### src/rtl/note_detector.sv
// Square-wave period meter and scale-note classifier (C4..C5).
// Rising edges are timed; a note is reported once MATCH_COUNT consecutive periods agree.
module note_detector #(
  parameter int CLK_HZ      = 25000000,
  parameter int CNT_W       = 20,
  parameter int TOL_SHIFT   = 6,
  parameter int MATCH_COUNT = 2,
  parameter int TIMEOUT     = 200000
) (
  input  logic             clk,
  input  logic             rst,
  input  logic             tone_in,
  output logic             note_valid,
  output logic [2:0]       note_idx,
  output logic [7:0]       note_onehot,
  output logic [CNT_W-1:0] period_out,
  output logic             period_strobe
);

  typedef enum logic {IDLE, MEASURE} state_t;
  typedef logic [CNT_W-1:0] cnt_t;

  localparam cnt_t       CNT_MAX = '1;
  localparam cnt_t       TO_CNT  = cnt_t'(TIMEOUT);
  localparam logic [3:0] MC      = 4'(MATCH_COUNT);

  function automatic int nom_period(input int i);
    int f;
    case (i)
      0:       f = 262;
      1:       f = 294;
      2:       f = 330;
      3:       f = 349;
      4:       f = 392;
      5:       f = 440;
      6:       f = 494;
      default: f = 523;
    endcase
    return 2 * ((CLK_HZ / f / 2) + 1);
  endfunction

  logic       sync1_q, sync2_q, hist_q;
  logic       edge_ev;
  state_t     state_q, state_d;
  cnt_t       cnt_q, cnt_d, elapsed;
  cnt_t       period_q, period_d;
  logic       strobe_q, strobe_d;
  logic       valid_q, valid_d;
  logic [2:0] idx_q, idx_d;
  logic [3:0] match_q, match_d;
  logic       prev_ok_q, prev_ok_d;
  logic [2:0] prev_idx_q, prev_idx_d;
  logic [7:0] hit;
  logic       cand_ok;
  logic [2:0] cand_idx;

  assign edge_ev = sync2_q & ~hist_q;

  // cnt_q is cleared on an edge, so cycles since that edge is cnt_q + 1.
  assign elapsed = (cnt_q == CNT_MAX) ? cnt_q : cnt_q + cnt_t'(1);

  for (genvar g = 0; g < 8; g++) begin : g_win
    localparam int   PN  = nom_period(g);
    localparam int   TOL = PN >> TOL_SHIFT;
    localparam cnt_t LO  = cnt_t'(PN - TOL);
    localparam cnt_t HI  = cnt_t'(PN + TOL);
    assign hit[g] = (elapsed >= LO) && (elapsed <= HI);
  end

  always_comb begin
    cand_ok  = |hit;
    cand_idx = '0;
    for (int i = 0; i < 8; i++) begin
      if (hit[i]) cand_idx = 3'(i);
    end
  end

  always_comb begin
    state_d    = state_q;
    cnt_d      = cnt_q;
    period_d   = period_q;
    strobe_d   = 1'b0;
    valid_d    = valid_q;
    idx_d      = idx_q;
    match_d    = match_q;
    prev_ok_d  = prev_ok_q;
    prev_idx_d = prev_idx_q;
    case (state_q)
      IDLE: begin
        if (edge_ev) begin
          cnt_d   = '0;
          state_d = MEASURE;
        end
      end
      MEASURE: begin
        if (edge_ev) begin
          cnt_d    = '0;
          period_d = elapsed;
          strobe_d = 1'b1;
          if (!cand_ok) begin
            valid_d = 1'b0;
            match_d = '0;
          end else if (prev_ok_q && (cand_idx == prev_idx_q)) begin
            match_d = (match_q >= MC) ? MC : match_q + 4'd1;
          end else begin
            match_d = 4'd1;
            valid_d = 1'b0;
          end
          prev_ok_d  = cand_ok;
          prev_idx_d = cand_idx;
          if (cand_ok && (match_d == MC)) begin
            valid_d = 1'b1;
            idx_d   = cand_idx;
          end
        end else if (elapsed >= TO_CNT) begin
          // Silence: forget the previous candidate so a new tone must re-qualify.
          state_d   = IDLE;
          valid_d   = 1'b0;
          match_d   = '0;
          prev_ok_d = 1'b0;
        end else begin
          cnt_d = elapsed;
        end
      end
      default: state_d = IDLE;
    endcase
  end

  always_ff @(posedge clk) begin
    if (rst) begin
      sync1_q    <= 1'b0;
      sync2_q    <= 1'b0;
      hist_q     <= 1'b0;
      state_q    <= IDLE;
      cnt_q      <= '0;
      period_q   <= '0;
      strobe_q   <= 1'b0;
      valid_q    <= 1'b0;
      idx_q      <= '0;
      match_q    <= '0;
      prev_ok_q  <= 1'b0;
      prev_idx_q <= '0;
    end else begin
      sync1_q    <= tone_in;
      sync2_q    <= sync1_q;
      hist_q     <= sync2_q;
      state_q    <= state_d;
      cnt_q      <= cnt_d;
      period_q   <= period_d;
      strobe_q   <= strobe_d;
      valid_q    <= valid_d;
      idx_q      <= idx_d;
      match_q    <= match_d;
      prev_ok_q  <= prev_ok_d;
      prev_idx_q <= prev_idx_d;
    end
  end

  assign note_valid    = valid_q;
  assign note_idx      = idx_q;
  assign note_onehot   = valid_q ? (8'h80 >> idx_q) : 8'h00;
  assign period_out    = period_q;
  assign period_strobe = strobe_q;

endmodule
### config.mk
export PLATFORM = sky130hd
export DESIGN_NAME = note_detector
export DESIGN_NICKNAME = d
export VERILOG_FILES = /design/src/rtl/note_detector.sv
export SDC_FILE = /design/constraint.sdc
export NUM_CORES = 1
export LEC_CHECK = 0
export CORE_ASPECT_RATIO = 0.6
export CORE_MARGIN = 3
export CORE_UTILIZATION = 55
export CTS_CLUSTER_DIAMETER = 120
export DETAILED_ROUTE_END_ITERATION = 12
export PLACE_DENSITY_LB_ADDON = 0.15
export SYNTH_ARGS = -nofsm -noshare
export SYNTH_HDL_FRONTEND = slang
export SYNTH_SLANG_ARGS = --single-unit
### constraint.sdc
create_clock -name clk -period 11.2 [get_ports clk]
set_clock_uncertainty 0.15 [all_clocks]
set_input_delay 1.68 -clock clk [delete_from_list [all_inputs] [get_ports clk]]
set_output_delay 1.68 -clock clk [all_outputs]
set_load 0.005 [all_outputs]
==> impl_metrics.csv, run 1 <==
group,metric,value,unit
outcome,status,"finished clean",
synthesis,seq_area_frac_synth,25.6,%
clock_tree,cts_tree,"done",
pwr,power,0.550,mW
critical_path,critPathSlowestCell,"dfxtp_1",
global_routing,antenna_found_initial,0,
critical_path,critPathMaxStageDelay,0.83,ns
floorplan,row_count,24,
critical_path,crit_path_start_kind,"register",
clock_tree,post_cts_resized,0,
place,gp_congestion,1.06,
clock_tree,clk_pin_slew_worst_paths,0.06,ns
synthesis,yosys_warnings,0,
clock_tree,clockBufferDepth,2,
cells_and_area,final_cell_area,5100,um^2
synthesis,synth_common_cells,"nor2_1 (78), dfxtp_1 (57), nand2_1 (57), a21oi_1 (27), clkbuf_1 (23)",
pwr,swShare,25.0,%
timing,drv_slew,0,
route,vias,5147,
clock_tree,cts_root_buf,"clkbuf_16",
global_routing,grt.overflow.total,0,
critical_path,r2r-start,"cnt_q[0]$_SDFFE_PP0P_",
pwr,clock_power_share,55.8,%
route,drc,0,
timing,min_period_over_period,50.1,%
timing,setup_ws,5.59,ns
hold_path,hold_depth,1,
hold_path,min_from,"sync1_q$_SDFF_PP0_",
place,place_area,4770,um^2
critical_path,criticalPathCategory,"register to register",
run,drv_cap,0,
synthesis,synth_most_common_cell,"nor2_1",
pwr,leakage,1.63,nW
clock_tree,cts_max_level,3,
cells_and_area,multiInputGateArea,3070,um^2
global_routing,grt_pass1_wl,24700,um
synthesis,async_flop_share,0,%
synthesis,synth_area,4460,um^2
place,place_inst,692,
place,io_buffers,35,
pwr,ir_drop,0.0714,mV
timing,fmax,178,MHz
clock_tree,postCtsSetupBuffers,0,
synthesis,synthFlopType,"dfxtp_1",
timing,hold_viol_final,0,
timing,finalCriticalPeriod,5.61,ns
pwr,seqPwrFrac,38.4,%
critical_path,reg2reg_slack,5.59,ns
synthesis,synth.largest_area_cell,"dfxtp_1",
clock_tree,clock_sinks,57,
cells_and_area,drive_gt1_share,8.44,%
synthesis,synth_area_leaders,"dfxtp_1 (26%), nor2_1 (6.6%), nand2_1 (4.8%)",
critical_path,rr_worst_depth,12,
synthesis,synth_edf_count,0,
floorplan,die_area,9270,um^2
floorplan,core,7570,um^2
critical_path,cp.arrival,5.68,ns
place,preCtsSetupSlack,5.86,ns
critical_path,cp.required,11.27,ns
route,wl,16200,um
route,drtAntennaViolNets,0,
global_routing,grt_start_max_net_pins,38,
cells_and_area,area_delta_synth_final,14.2,%
timing,max_slew_margin,33.5,%
cells_and_area,utilization,67.4,%
timing,worstMarginPinSlew,0.996,ns
cells_and_area,fillCellCount,636,
critical_path,cp_common_cell,"a21oi_1",
pwr,p_int,0.412,mW
cells_and_area,fin_cells,709,
synthesis,yosysUniqueCellTypes,82,
synthesis,syn_area_per_cell,7.50,um^2
hold_path,hold_class,"register to register",
floorplan,dieWidth,122,um
synthesis,synth-seq-cells,57,
critical_path,critPathCaptureType,"register",
clock_tree,cts_made_buffers,9,
synthesis,yosysTopAreaCellShare,25.6,%
timing,rsz0062_at_grt,"false",
pwr,switching_power,0.138,mW
route,wl_per_cell,22.8,um
timing,timing.setup.tns,0,ns
global_routing,grt_pass1_vias,4427,
floorplan,floorplan.initialDensity,59.0,%
critical_path,reg2reg_to,"note_idx[1]$_SDFFE_PP0P_",
route,drt-initial-drc-count,820,
pwr,power_frac_comb,5.7,%
synthesis,syn_inst,595,
route,avgViaCountPerCell,7.26,
floorplan,die_y,75.8,um
hold_path,hold_end,"sync2_q$_SDFF_PP0_",
clock_tree,cts_hold_buffers,0,
critical_path,crit_chain,"ha_1 > nand4_2 > nor3_2 > nand2_1 > nor2_1 > a21oi_1 > or4_1 > a21oi_1 > nor3_1 > xnor2_1 > nor4_4 > mux2_1",
pwr,powerDensity,108,nW/um^2
synthesis,synth_fp_nets,601,
clock_tree,clkLatencyLatePin,0.34,ns
critical_path,worst-path-max-fanout,24,
route,drt_pre_antenna_iters,7,
global_routing,grt.total_usage,35.1,%
cells_and_area,ff_latch_area,1140,um^2
floorplan,ios,36,
timing,whs,0.292,ns
cells_and_area,nNetsFinal,605,
timing,finalSetupViolations,0,
place,dp.final_hpwl,11600,um
final cells by class:
class,count,area share [%]
clock inverters,7,1.99
clock buffers,9,4.42
inverters,10,0.736
flip-flops and latches,57,22.4
well taps,104,2.55
multi-input cells,481,60.3
diodes,1,0.0491
repair buffers,40,7.61
power by group through the flow:
stage	Combinational [mW]	Clock (mW)	Sequential, mW
floorplan	0.0233	0	0.211
global placement	0.0297	0	0.215
detailed placement	0.0298	0	0.215
CTS	0.0300	0.306	0.211
global route	0.0336	0.316	0.212
finish	0.0314	0.307	0.211
kinds of logic after synthesis:
kind of cell	synth area share, %
flip-flops	25.6
multiplexers	2.80
buffers and inverters	5.63
XOR/XNOR	4.88
AO/OA/AOI/OAI	26.0
adder cells (fa/ha/maj)	0.841
AND/OR/NAND/NOR	34.3
worst max-delay path by stage:
stage	start	endpoint	slack, ns
final	cnt_q[0]$_SDFFE_PP0P_	note_idx[1]$_SDFFE_PP0P_	5.59
after global routing	cnt_q[0]$_SDFFE_PP0P_	cnt_q[2]$_SDFFE_PP0P_	5.36
after CTS	cnt_q[0]$_SDFFE_PP0P_	note_idx[1]$_SDFFE_PP0P_	5.81
after detailed placement	cnt_q[0]$_SDFFE_PP0P_	note_idx[1]$_SDFFE_PP0P_	5.86
after global placement	cnt_q[0]$_SDFFE_PP0P_	note_idx[1]$_SDFFE_PP0P_	6.00
after floorplan	cnt_q[0]$_SDFFE_PP0P_	note_idx[0]$_SDFFE_PP0P_	7.23
worst max-delay path: cells and delay by family, from the launching register on:
kind | cells | cell delay (ns)
and+or+nand+nor | 7 | 2.69
DFF | 1 | 0.83
adders and majority gates | 1 | 0.79
AOI/OAI and AO/OA | 2 | 0.43
muxes | 1 | 0.36
xor gates and xnor gates | 1 | 0.22
cell usage in the layout, fill, tap and decap left out, types with 8 or more instances in the layout:
master	netlist	routed
nand4_1	12	12
nand2_1	57	57
clkbuf_16	0	9
inv_1	10	10
mux2i_1	8	8
nand3_1	22	22
a31oi_1	16	16
a211oi_1	19	19
dfxtp_1	57	57
nor4_1	10	10
nand2b_1	8	8
or3_1	12	12
and2_1	10	10
o31ai_1	9	9
a21oi_1	27	27
o21ai_0	22	22
xnor2_1	16	16
nor2_1	78	78
nor3_1	19	19
clkdlybuf4s50_1	0	35
registers in the layout, summed over array words and instances, names as in the netlist:
register and cells:
prev_ok_q 1, match_q 4, hist_q 1, period_strobe 1, period_out 20, note_valid 1, sync1_q 1, sync2_q 1
note_idx 3, prev_idx_q 3, cnt_q 20, state_q 1
layer usage:
| layer | vias up | global-route usage [%] | wire [um] |
|---|---|---|---|
| met4 | 0 | 10.2 | 553 |
| li1 | 2238 | - | - |
| met2 | 429 | 48.6 | 6310 |
| met3 | 79 | 16.6 | 2660 |
| met5 | - | 0 | 0 |
| met1 | 2401 | 48.4 | 6670 |
Note: power is estimated with default switching activity, not from simulation.
==> run 2: changes to the inputs <==
--- a/config.mk
+++ b/config.mk
@@ -7,7 +7,7 @@
 export LEC_CHECK = 0
 export CORE_ASPECT_RATIO = 0.6
 export CORE_MARGIN = 3
-export CORE_UTILIZATION = 55
+export CORE_UTILIZATION = 54
 export CTS_CLUSTER_DIAMETER = 120
 export DETAILED_ROUTE_END_ITERATION = 12
 export PLACE_DENSITY_LB_ADDON = 0.15
==> constraint.sdc (replaced) <==
create_clock -name clk -period 4.7 [get_ports clk]
set_clock_uncertainty 0.15 [all_clocks]
set_input_delay 0.705 -clock clk [delete_from_list [all_inputs] [get_ports clk]]
set_output_delay 0.705 -clock clk [all_outputs]
set_load 0.005 [all_outputs]
==> run 2 against run 1 <==
Final cell count is 3.1% higher. Non-clock buffer count rose by 23. Clock power grew to 2.6 times the previous value. Sequential power rose by 140%. Total power is 150% higher. Cell area rose by 4.4%. Hold slack better by 0.013 ns. Critical path depth unchanged.
==> impl_metrics.csv, run 2 (synthesis gave the netlist of run 1 again) <==
group,metric,value,unit
outcome,status,"finished clean",
floorplan,row_count,24,
route,drc,0,
floorplan,dieWidth,123,um
global_routing,grt.overflow.total,0,
critical_path,cp_common_cell,"or3_1",
critical_path,criticalPathCategory,"register to register",
place,gp_congestion,1.10,
route,wl_per_cell,23.4,um
route,vias,5243,
clock_tree,cts_hold_buffers,0,
critical_path,worst-path-max-fanout,11,
global_routing,grt_start_max_net_pins,38,
timing,hold_viol_final,0,
critical_path,r2r-start,"cnt_q[1]$_SDFFE_PP0P_",
critical_path,reg2reg_to,"note_idx[1]$_SDFFE_PP0P_",
timing,min_period_over_period,97.8,%
timing,worstMarginPinSlew,0.863,ns
clock_tree,cts_made_buffers,9,
critical_path,critPathMaxStageDelay,0.55,ns
critical_path,critPathCaptureType,"register",
global_routing,grt_util_met3,18.0,%
timing,timing.setup.tns,0,ns
floorplan,die_y,76.4,um
cells_and_area,layout_commonest_cell,"nor2_1",
critical_path,critPathSlowestCell,"or3_1",
floorplan,floorplan.initialDensity,58.5,%
critical_path,cp.required,4.76,ns
clock_tree,clkLatencyLatePin,0.33,ns
route,drtAntennaViolNets,0,
global_routing,grtUsageMet1,52.7,%
global_routing,grt_pass1_vias,4798,
clock_tree,cts_tree,"done",
route,avgViaCountPerCell,7.17,
cells_and_area,area_delta_synth_final,19.2,%
timing,setup_ws,0.104,ns
floorplan,ios,36,
global_routing,grt_pass1_wl,26800,um
floorplan,die_area,9430,um^2
hold_path,min_from,"sync1_q$_SDFF_PP0_",
timing,finalCriticalPeriod,4.60,ns
timing,max_slew_margin,41.7,%
cells_and_area,drive_gt1_share,12.6,%
global_routing,grt-busiest-layer,"met1",
global_routing,grt.total_usage,36.4,%
timing,fmax,218,MHz
route,drt_pre_antenna_iters,8,
critical_path,reg2reg_slack,0.10,ns
place,dp.final_hpwl,12400,um
pwr,power,1.37,mW
hold_path,hold_class,"register to register",
global_routing,grt.met2_usage,46.3,%
clock_tree,clk_pin_slew_worst_paths,0.05,ns
pwr,powerDensity,258,nW/um^2
hold_path,hold_end,"sync2_q$_SDFF_PP0_",
timing,finalSetupViolations,0,
hold_path,hold_depth,1,
cells_and_area,nNetsFinal,628,
place,io_buffers,35,
run,drv_cap,0,
cells_and_area,fillCellCount,629,
timing,drv_slew,0,
critical_path,crit_path_start_kind,"register",
clock_tree,cts_root_buf,"clkbuf_16",
timing,rsz0062_at_grt,"false",
pwr,ir_drop,0.163,mV
clock_tree,clockBufferDepth,2,
floorplan,core,7630,um^2
clock_tree,clock_sinks,57,
cells_and_area,final_cell_mix,"nor2_1 (78), nand2_1 (56), dfxtp_1 (56)",
route,wl,17100,um
pwr,leakage,1.78,nW
clock_tree,cts_max_level,3,
global_routing,antenna_found_initial,0,
cells_and_area,n_antenna_cell,0,
critical_path,crit_chain,"ha_2 > nand4_2 > or3_1 > or3_1 > nand2_1 > a31oi_1 > or3_1 > o22ai_1 > a311o_1 > o311ai_4 > nor4_4 > mux2_1",
route,drt-initial-drc-count,845,
critical_path,rr_worst_depth,12,
place,preCtsSetupSlack,0.308,ns
critical_path,cp.arrival,4.66,ns
## run 2: per-layer routing
metal  vias up  routed length [um]
met3        51                2830
met4         2                 401
met5         -                  62
met1      2448                7200
met2       449                6620
li1       2293                   -
## run 2: timing repair
item / CTS / global route
endpoints found under the setup margin: 0 / 7
buffers inserted: 0 / 0
resized for setup: 0 / 7
## run 2: power breakdown
part,switching [mW],internal (mW)
Clock,0.238,0.548
Sequential,0.00816,0.490
Combinational,0.0591,0.0273
Total,0.305,1.06
## run 2: cell type report
| cell class | instances | area, um^2 | area share, % |
|---|---|---|---|
| Clock inverter | 4 | 98.8 | 1.86 |
| Sequential cell | 57 | 1140 | 21.5 |
| Clock buffer | 12 | 256 | 4.82 |
| Multi-Input combinational cell | 481 | 3090 | 58.2 |
| Tap cell | 104 | 130 | 2.45 |
| Inverter | 10 | 37.5 | 0.706 |
| Timing Repair Buffer | 63 | 561 | 10.5 |
## run 2: critical path, delay by kind of cell, from the launching register on
kind | cells | cell delay (ns)
flip-flops | 1 | 0.33
adder cells (fa/ha/maj) | 1 | 0.32
AO/OA/AOI/OAI | 4 | 1.00
AND/OR/NAND/NOR | 6 | 2.31
multiplexers | 1 | 0.37
## run 2: metrics by stage
stage / cell area (um^2) / instances / util, % / hold slack (ns)
global placement: 4940 / 715 / 64.8 / 0.271
floorplan: 4460 / 595 / - / 0.264
finish: 5320 / 731 / 69.8 / 0.305
CTS: 5300 / 731 / 69.4 / 0.306
global route: 5320 / 731 / 69.8 / 0.317
detailed placement: 4940 / 715 / 64.8 / 0.299
## run 2: worst max path at each step
| stage | startpoint | to | slack, ns |
|---|---|---|---|
| floorplan | cnt_q[0]$_SDFFE_PP0P_ | note_idx[0]$_SDFFE_PP0P_ | 0.73 |
| global placement | cnt_q[0]$_SDFFE_PP0P_ | note_idx[1]$_SDFFE_PP0P_ | 0.42 |
| detailed placement | cnt_q[0]$_SDFFE_PP0P_ | note_idx[0]$_SDFFE_PP0P_ | 0.31 |
| CTS | cnt_q[0]$_SDFFE_PP0P_ | note_idx[1]$_SDFFE_PP0P_ | 0.22 |
| global route | cnt_q[16]$_SDFFE_PP0P_ | note_idx[1]$_SDFFE_PP0P_ | 0.02 |
| finish | cnt_q[1]$_SDFFE_PP0P_ | note_idx[1]$_SDFFE_PP0P_ | 0.10 |
